$ cat config.mk
export PLATFORM = sky130hd
export DESIGN_NAME = inst_fetch_responder
export DESIGN_NICKNAME = d
export VERILOG_FILES = /design/src/rtl/riscv_pkg.sv /design/src/rtl/inst_mem_array.sv /design/src/rtl/inst_fetch_responder.sv
export SDC_FILE = /design/constraint.sdc
export NUM_CORES = 2
export LEC_CHECK = 0
export ABC_AREA = 1
export CAP_MARGIN = 0
export CORE_UTILIZATION = 33
export DETAILED_ROUTE_END_ITERATION = 7
export PLACE_DENSITY_LB_ADDON = 0.05
export SLEW_MARGIN = 20
export SYNTH_ARGS = -nofsm -noshare
export SYNTH_HDL_FRONTEND = slang
export SYNTH_SLANG_ARGS = --single-unit
$ cat constraint.sdc
create_clock -name clock -period 2.34 [get_ports clock]
set_clock_uncertainty 0.05 [all_clocks]
set_input_delay 0.702 -clock clock [delete_from_list [all_inputs] [get_ports clock]]
set_output_delay 0.702 -clock clock [all_outputs]
set_load 0.01 [all_outputs]
$ cat src/rtl/riscv_pkg.sv
// Shared RISC-V definitions: word width, canonical NOP, base opcodes and the
// fetch responder's state encoding.
package riscv_pkg;

    localparam int XLEN = 32;

    localparam logic [XLEN-1:0] NOP_CODE = 32'h00000013;

    localparam logic [6:0] OP_LOAD   = 7'b0000011;
    localparam logic [6:0] OP_IMM    = 7'b0010011;
    localparam logic [6:0] OP_AUIPC  = 7'b0010111;
    localparam logic [6:0] OP_STORE  = 7'b0100011;
    localparam logic [6:0] OP_REG    = 7'b0110011;
    localparam logic [6:0] OP_LUI    = 7'b0110111;
    localparam logic [6:0] OP_BRANCH = 7'b1100011;
    localparam logic [6:0] OP_JALR   = 7'b1100111;
    localparam logic [6:0] OP_JAL    = 7'b1101111;
    localparam logic [6:0] OP_SYSTEM = 7'b1110011;

    typedef enum logic {
        EMPTY = 1'b0,
        FULL  = 1'b1
    } fetch_state_e;

endpackage

$ cat src/rtl/inst_mem_array.sv
// Word-organised program RAM: one synchronous read port with enable, one write port.
// A same-address read and write in one cycle returns the old word.
module inst_mem_array
    import riscv_pkg::*;
#(
    parameter int DEPTH_WORDS = 64,
    parameter int AW          = $clog2(DEPTH_WORDS)
) (
    input  logic            clock,
    input  logic            reset,
    input  logic            rd_en,
    input  logic [AW-1:0]   rd_addr,
    output logic [XLEN-1:0] rd_data,
    input  logic            wr_en,
    input  logic [AW-1:0]   wr_addr,
    input  logic [XLEN-1:0] wr_data
);

    logic [XLEN-1:0] mem [DEPTH_WORDS];
    logic [XLEN-1:0] rd_data_q;
    logic [XLEN-1:0] rd_data_d;

    always_comb begin
        rd_data_d = rd_data_q;
        if (rd_en) begin
            rd_data_d = mem[rd_addr];
        end
    end

    // Contents are deliberately not reset; only the read register is.
    always_ff @(posedge clock) begin
        if (wr_en) begin
            mem[wr_addr] <= wr_data;
        end
    end

    always_ff @(posedge clock or posedge reset) begin
        if (reset) begin
            rd_data_q <= '0;
        end else begin
            rd_data_q <= rd_data_d;
        end
    end

    assign rd_data = rd_data_q;

endmodule

$ cat src/rtl/inst_fetch_responder.sv
// Instruction fetch responder: range/alignment check, one-entry response FSM,
// and program-load port in front of the program RAM.
module inst_fetch_responder #(
    parameter int          DEPTH_WORDS = 64,
    parameter logic [31:0] NOP_CODE    = riscv_pkg::NOP_CODE
) (
    input  logic        clock,
    input  logic        reset,
    input  logic        req_valid,
    output logic        req_ready,
    input  logic [31:0] inst_address,
    output logic        resp_valid,
    input  logic        resp_ready,
    output logic [31:0] inst_code,
    output logic        fetch_fault,
    input  logic        load_en,
    input  logic [31:0] load_addr,
    input  logic [31:0] load_data,
    output logic        load_err
);
    import riscv_pkg::*;

    localparam int AW = $clog2(DEPTH_WORDS);

    fetch_state_e state_q, state_d;
    logic         fault_q, fault_d;
    logic         load_err_q, load_err_d;

    logic            fetch_ok;
    logic            accept;
    logic            rd_en;
    logic            load_ok;
    logic            wr_en;
    logic [XLEN-1:0] rd_data;
    logic [1:0]      unused_load_lsbs;

    // Upper address bits must be zero: wrap-around aliasing is a fault, not a hit.
    assign fetch_ok  = (inst_address[1:0] == 2'b00) && (inst_address[31:AW+2] == '0);
    assign load_ok   = (load_addr[31:AW+2] == '0);
    assign unused_load_lsbs = load_addr[1:0];

    assign req_ready = (state_q == EMPTY) | resp_ready;
    assign accept    = req_valid & req_ready;
    assign rd_en     = accept & fetch_ok;
    assign wr_en     = load_en & load_ok;

    always_comb begin
        state_d    = state_q;
        fault_d    = fault_q;
        load_err_d = load_en & ~load_ok;
        if (accept) begin
            state_d = FULL;
            fault_d = ~fetch_ok;
        end else if ((state_q == FULL) && resp_ready) begin
            state_d = EMPTY;
        end
    end

    always_ff @(posedge clock or posedge reset) begin
        if (reset) begin
            state_q    <= EMPTY;
            fault_q    <= 1'b0;
            load_err_q <= 1'b0;
        end else begin
            state_q    <= state_d;
            fault_q    <= fault_d;
            load_err_q <= load_err_d;
        end
    end

    // The RAM read register only advances on a non-faulting accept, so it doubles
    // as the backpressure hold register; faults substitute the NOP at the output.
    inst_mem_array #(
        .DEPTH_WORDS (DEPTH_WORDS),
        .AW          (AW)
    ) u_mem (
        .clock   (clock),
        .reset   (reset),
        .rd_en   (rd_en),
        .rd_addr (inst_address[AW+1:2]),
        .rd_data (rd_data),
        .wr_en   (wr_en),
        .wr_addr (load_addr[AW+1:2]),
        .wr_data (load_data)
    );

    assign resp_valid  = (state_q == FULL);
    assign fetch_fault = fault_q;
    assign inst_code   = fault_q ? NOP_CODE : rd_data;
    assign load_err    = load_err_q;

endmodule

* Yosys cells after proc, flatten, opt, wreduce, memory -nomap -nowiden
Memories as Yosys holds them, arrays and structs flattened. A register that Yosys moved wholly into a read port is not among the register bits.
Index checks and enable logic that the tools add are counted.
** Operators by class
- Multiplexer cells :: 5
- Bitwise logic cells :: 8
- Reductions and logical operators :: 6
** Operator list (count)
- $logic_not A24 Y1 :: 2
- $mux W32 :: 1
- $and A1 B1 Y1 :: 4
- $mux W1 :: 4
- $not A1 Y1 :: 3
- $logic_and A1 B1 Y1 :: 2
- $logic_not A2 Y1 :: 1
- $reduce_bool A2 Y1 :: 1
- $or A1 B1 Y1 :: 1
** Storage, ports and cells
- Register bits after elaboration :: 3
- Memories :: 1
- Bits in writable memories :: 2048
- Logic and storage cells :: 23
- Output and inout bits :: 36
** Memory list
- u_mem.mem :: words 64, bits a word 32, read ports 1, clocked after memory_dff 1, write ports 1, RTL line inst_mem_array.sv:19 : logic [XLEN-1:0] mem [DEPTH_WORDS];

* Logic depth before layout (Yosys ltp)
- Depth after elaboration :: 4
- Mapped depth :: 13
- Depth with buffers taken out :: 9

* By module
A second synthesis with hierarchy kept.
** Second synthesis, totals
- Cells, all modules :: 6884
- Area, all modules :: 83695.3 um^2
** Modules (own cells, without submodules)
- inst_mem_array :: instances 1, cells each 6758, area each 83134.7 um^2, seq. area each 62299.8 um^2
- inst_fetch_responder :: instances 1, cells each 126, area each 560.5 um^2, seq. area each 75.1 um^2

* Least setup slack after synthesis
No wires, ideal clock.
- Path type :: in2reg
- Start point :: input load_addr[27]
- End point :: memory u_mem.mem[0][0] (enable)
- Path slack :: -1.226 ns
- Stages :: 8
- Path buffers :: 0
- Data arrival time :: 3.095 ns
- Cells stage by stage :: nor2_1 > nand4_1 > or2_1 > nor2_1 > nand2_1 > nor2_1 > nand3_2 > nor2_1
** On the way
- Longest elaborated chain between the ends :: 4
** RTL lines
- start: declaration :: RTL line inst_fetch_responder.sv:17 : input logic [31:0] load_addr,
- $logic_not A24 Y1 :: RTL line inst_fetch_responder.sv:39 : assign load_ok = (load_addr[31:AW+2] == '0);
- $and A1 B1 Y1 :: RTL line inst_fetch_responder.sv:45 : assign wr_en = load_en & load_ok;
- $mux W1 :: RTL line inst_mem_array.sv:32 : if (wr_en) begin
- $mux W1 (not written as such) :: RTL line inst_mem_array.sv:33 : mem[wr_addr] <= wr_data;
- end: declaration :: RTL line inst_mem_array.sv:19
Every way passes these cells.

* Worst setup path after layout
- Start point :: register fault_q (netlist: fetch_fault)
- End point :: output inst_code[12]
** On the way
- Longest elaborated chain between the ends :: 1
** RTL lines
- start: declaration :: RTL line inst_fetch_responder.sv:26 : logic fault_q, fault_d;
- start signal: assignment :: RTL line inst_fetch_responder.sv:66 : fault_q <= fault_d;
- $mux W32 :: RTL line inst_fetch_responder.sv:89 : assign inst_code = fault_q ? NOP_CODE : rd_data;
- end: declaration :: RTL line inst_fetch_responder.sv:14 : output logic [31:0] inst_code,
Every way passes these cells.

==> results by group <==
Status
  • Outcome: finished, violations left
  • Failing checks: DRC, setup timing

STA
  • Final setup violation count: 33
  • Post-layout min period: between 2000 and 3000 ps
  • Final setup margin: -427.3 ps
  • Max Slew Vio Count: 0
  • TNS Setup: -8279 ps
  • Final Hold Fails: 0
  • Final Cycle Share: 118.3%
  • Fmax: 361.4 MHz
  • RSZ-0062 raised after global routing: yes
  • Slew @ Worst Pin: 662.3 ps
  • Slew headroom: 55.85%

Clocking
  • # clock sinks: 2,083
  • CTS tree: built
  • Hold buffers post-CTS: 0
  • Worst-path clk slew: approximately 60 ps
  • Htree depth: 4
  • Clock buffer count from CTS: 229
  • Clk_lat worst skew: 880 ps
  • Root Driver: clkbuf_16
  • Clock Tree Buf Depth: 3

Synthesis
  • Top cells by area, synth: edfxtp_1 74%, nand3_1 12%, nand2_1 9.5%, buf_2 1.6%, dfrtp_1 1.0%
  • Post-synthesis sequential element count: 2,083
  • Post-Syn Nets: 6,964
  • Synth top area share: roughly three quarters
  • Sequential area share after synthesis: between 70% and 80%
  • Syn avg cell area: roughly 12 µm²
  • Async SR Flop Fraction: 1.680%
  • Distinct cells, synth: 22
  • Cell with the most instances after synthesis: nand2_1
  • Post-synthesis cell area: ~0.084 mm²
  • Top cell type by total area after synthesis: edfxtp_1
  • Syn. warnings: 0
  • Post-synth EDFFs: 2,048
  • Synth Flop Type: edfxtp_1
  • Mapped Cells: 6,863
  • Most frequent cells after synthesis: 2,119 x nand2_1, 2,048 x edfxtp_1, 2,025 x nand3_1

Floorplanning
  • Initial core utilization: 33.24%
  • Core area: 0.2516 mm²
  • Chip height: 505.4 µm
  • Die Wd: just over 500 µm
  • Io pins: 137
  • Cell Rows: 184
  • Die footprint: between 0.2 and 0.3 mm²

Critical path
  • Reg-to-reg setup timing slack: between 400 and 500 ps
  • Critical Path AT: 2020 ps
  • Crit path max fanout: 25
  • Setup crit start: fetch_fault$_DFFE_PP0N_
  • CP required: 1590 ps
  • CP cell instances: buf_12, nor2_1, buf_4, clkdlybuf4s15_2
  • CP Buf/Inv Count: 3
  • Slowest stage delay, CP: 420 ps
  • CP endpoint kind: output port
  • Reg-to-Reg Start: u_mem.mem[51][5]$_DFFE_PP_
  • CP max stage cell: dfrtp_2
  • CP delay by family, top: buffers and inverters
  • Setup CP Type: reg -> out
  • Startpoint types: flip-flop

Placement
  • HPWL after detailed placement: 189.2 mm
  • GP Congestion: around 0.85
  • # port buffers: around 130
  • Cell Area, Placed: roughly 0.096 mm²
  • Cell total after placement: 10,580

Drt
  • Vias/cell: 5.023
  • First-pass DRT Iterations: 8
  • Avg WL per Cell: 26.44 µm
  • DRC: 2
  • DRT antenna net count: 0
  • Total Wirelength: 292.8 mm
  • Iteration-0 DRC Markers: 4,572
  • Vias: ~56,000

Global routing
  • Number of global-route vias before repair: 55,370
  • Congestion Overflow GR: 0
  • All-Layer GR Usage: 22.84%
  • Initial antenna violation count: 8
  • Pin count of the biggest net entering global routing: 65
  • First-pass GRT wire length: 417.9 mm

Power
  • VDD IR-drop max: 746.1 µV
  • Pwr Density: between 700 and 800 mW/mm²
  • Power, Total: 82.49 mW
  • LEAKAGE: 37.17 nW

Run
  • Max-cap violation count: 0

Worst hold path
  • Worst hold path type: in -> async

Cells and area
  • Share of layout cells above drive strength 1: 16.28%
  • Area Growth Syn to Fin: 24.87%
  • Nets@finish: 7,620
  • Post-Layout Cell Count: between 10,000 and 15,000
  • Final instance area: around 0.10 mm²
-- worst reg2reg max path, stage by stage (launching register included) --
cell and delay [ps]:
edfxtp_1 360, nand2_1 70, nand3_1 120, nand3_1 130, nand3_1 210, nand3_1 300, nand3_1 300, nand3_1 180
nand2_1 60
-- cell type report --
type | instances | area [µm²]
Multi-Input combinational cell | 4281 | 19340
Clock buffer | 268 | 5941
Inverter | 45 | 206.4
Tap cell | 3348 | 4189
Clock inverter | 159 | 1408
Antenna cell | 11 | 27.53
Fill cell | 23680 | 147200
Timing Repair Buffer | 879 | 10950
Sequential cell | 2083 | 62380
-- metal layers --
| layer | vias up | part of all wire [%] | global-route usage [%] |
|---|---|---|---|
| met5 | - | 0 | 0 |
| met4 | 0 | 2.3 | 5.564 |
| met3 | 331 | 4.3 | 3.159 |
| met2 | 1262 | 50 | 39.08 |
| met1 | 28130 | 43 | 30.47 |
| li1 | 25900 | - | - |
-- state kept, by name (all words and copies together), names as in the netlist --
name	count
u_mem.mem	2048
u_mem.rd_data	32
fetch_fault	1
load_err	1
resp_valid	1
-- repair_timing --
item / in CTS / in global routing
setup buffers: 40 / 2
cloned: 15 / 1
pin swaps: 25 / 7
resized for setup: 204 / 12
setup endpoints to repair: 982 / 514
-- logic make-up after synthesis --
group / count (synthesis) / share of synthesized area [%]
AOI/OAI and AO/OA: 2 / 0.01196
and+or+nand+nor: 4279 / 22.34
DFF: 2083 / 74.58
buffers and inverters: 499 / 3.073
-- stage by stage --
| step | utilization (%) | setup WS [ps] | hold WS (ps) |
|---|---|---|---|
| after floorplan | - | -436.6 | 391.7 |
| after CTS | 41.48 | -483.3 | 7.472 |
| after global placement | 38.20 | -1072 | 419.8 |
| after detailed placement | 38.20 | -1029 | 419.5 |
| final | 41.50 | -427.3 | 71.67 |
| after global routing | 41.49 | -478.3 | 69.17 |
-- power breakdown --
part / leakage, nW / switching (mW) / internal [mW] / total (mW)
logic: 14.7 / 4.04 / 1.91 / 5.95
registers: 18.9 / 0.00141 / 41.0 / 41.0
clock network: 3.62 / 15.3 / 20.3 / 35.6
-- path summary, 6_finish.rpt --
path,end,cells after the start
min reg2reg,u_mem.rd_data[9]$_DFFE_PP0P_,2
min,load_err$_DFF_PP0_,2
max in group asynchronous,u_mem.rd_data[29]$_DFFE_PP0P_,3
max reg2reg,u_mem.rd_data[5]$_DFFE_PP0P_,8
min in group clock,u_mem.mem[51][4]$_DFFE_PP_,1
max,inst_code[12],4
-- layout by cell type, fill, tap and decap left out, types with 45 or more instances in the layout --
master     netlist  layout
buf_12           0     306
buf_2          264      45
buf_4           31     415
clkbuf_16        0     233
clkinv_1         0      60
clkinv_2         0      60
edfxtp_1      2048    2048
nand2_1       2119    2117
nand3_1       2025    2025
nor2_4           0      70
No activity file was read; power rests on OpenSTA's default activity.
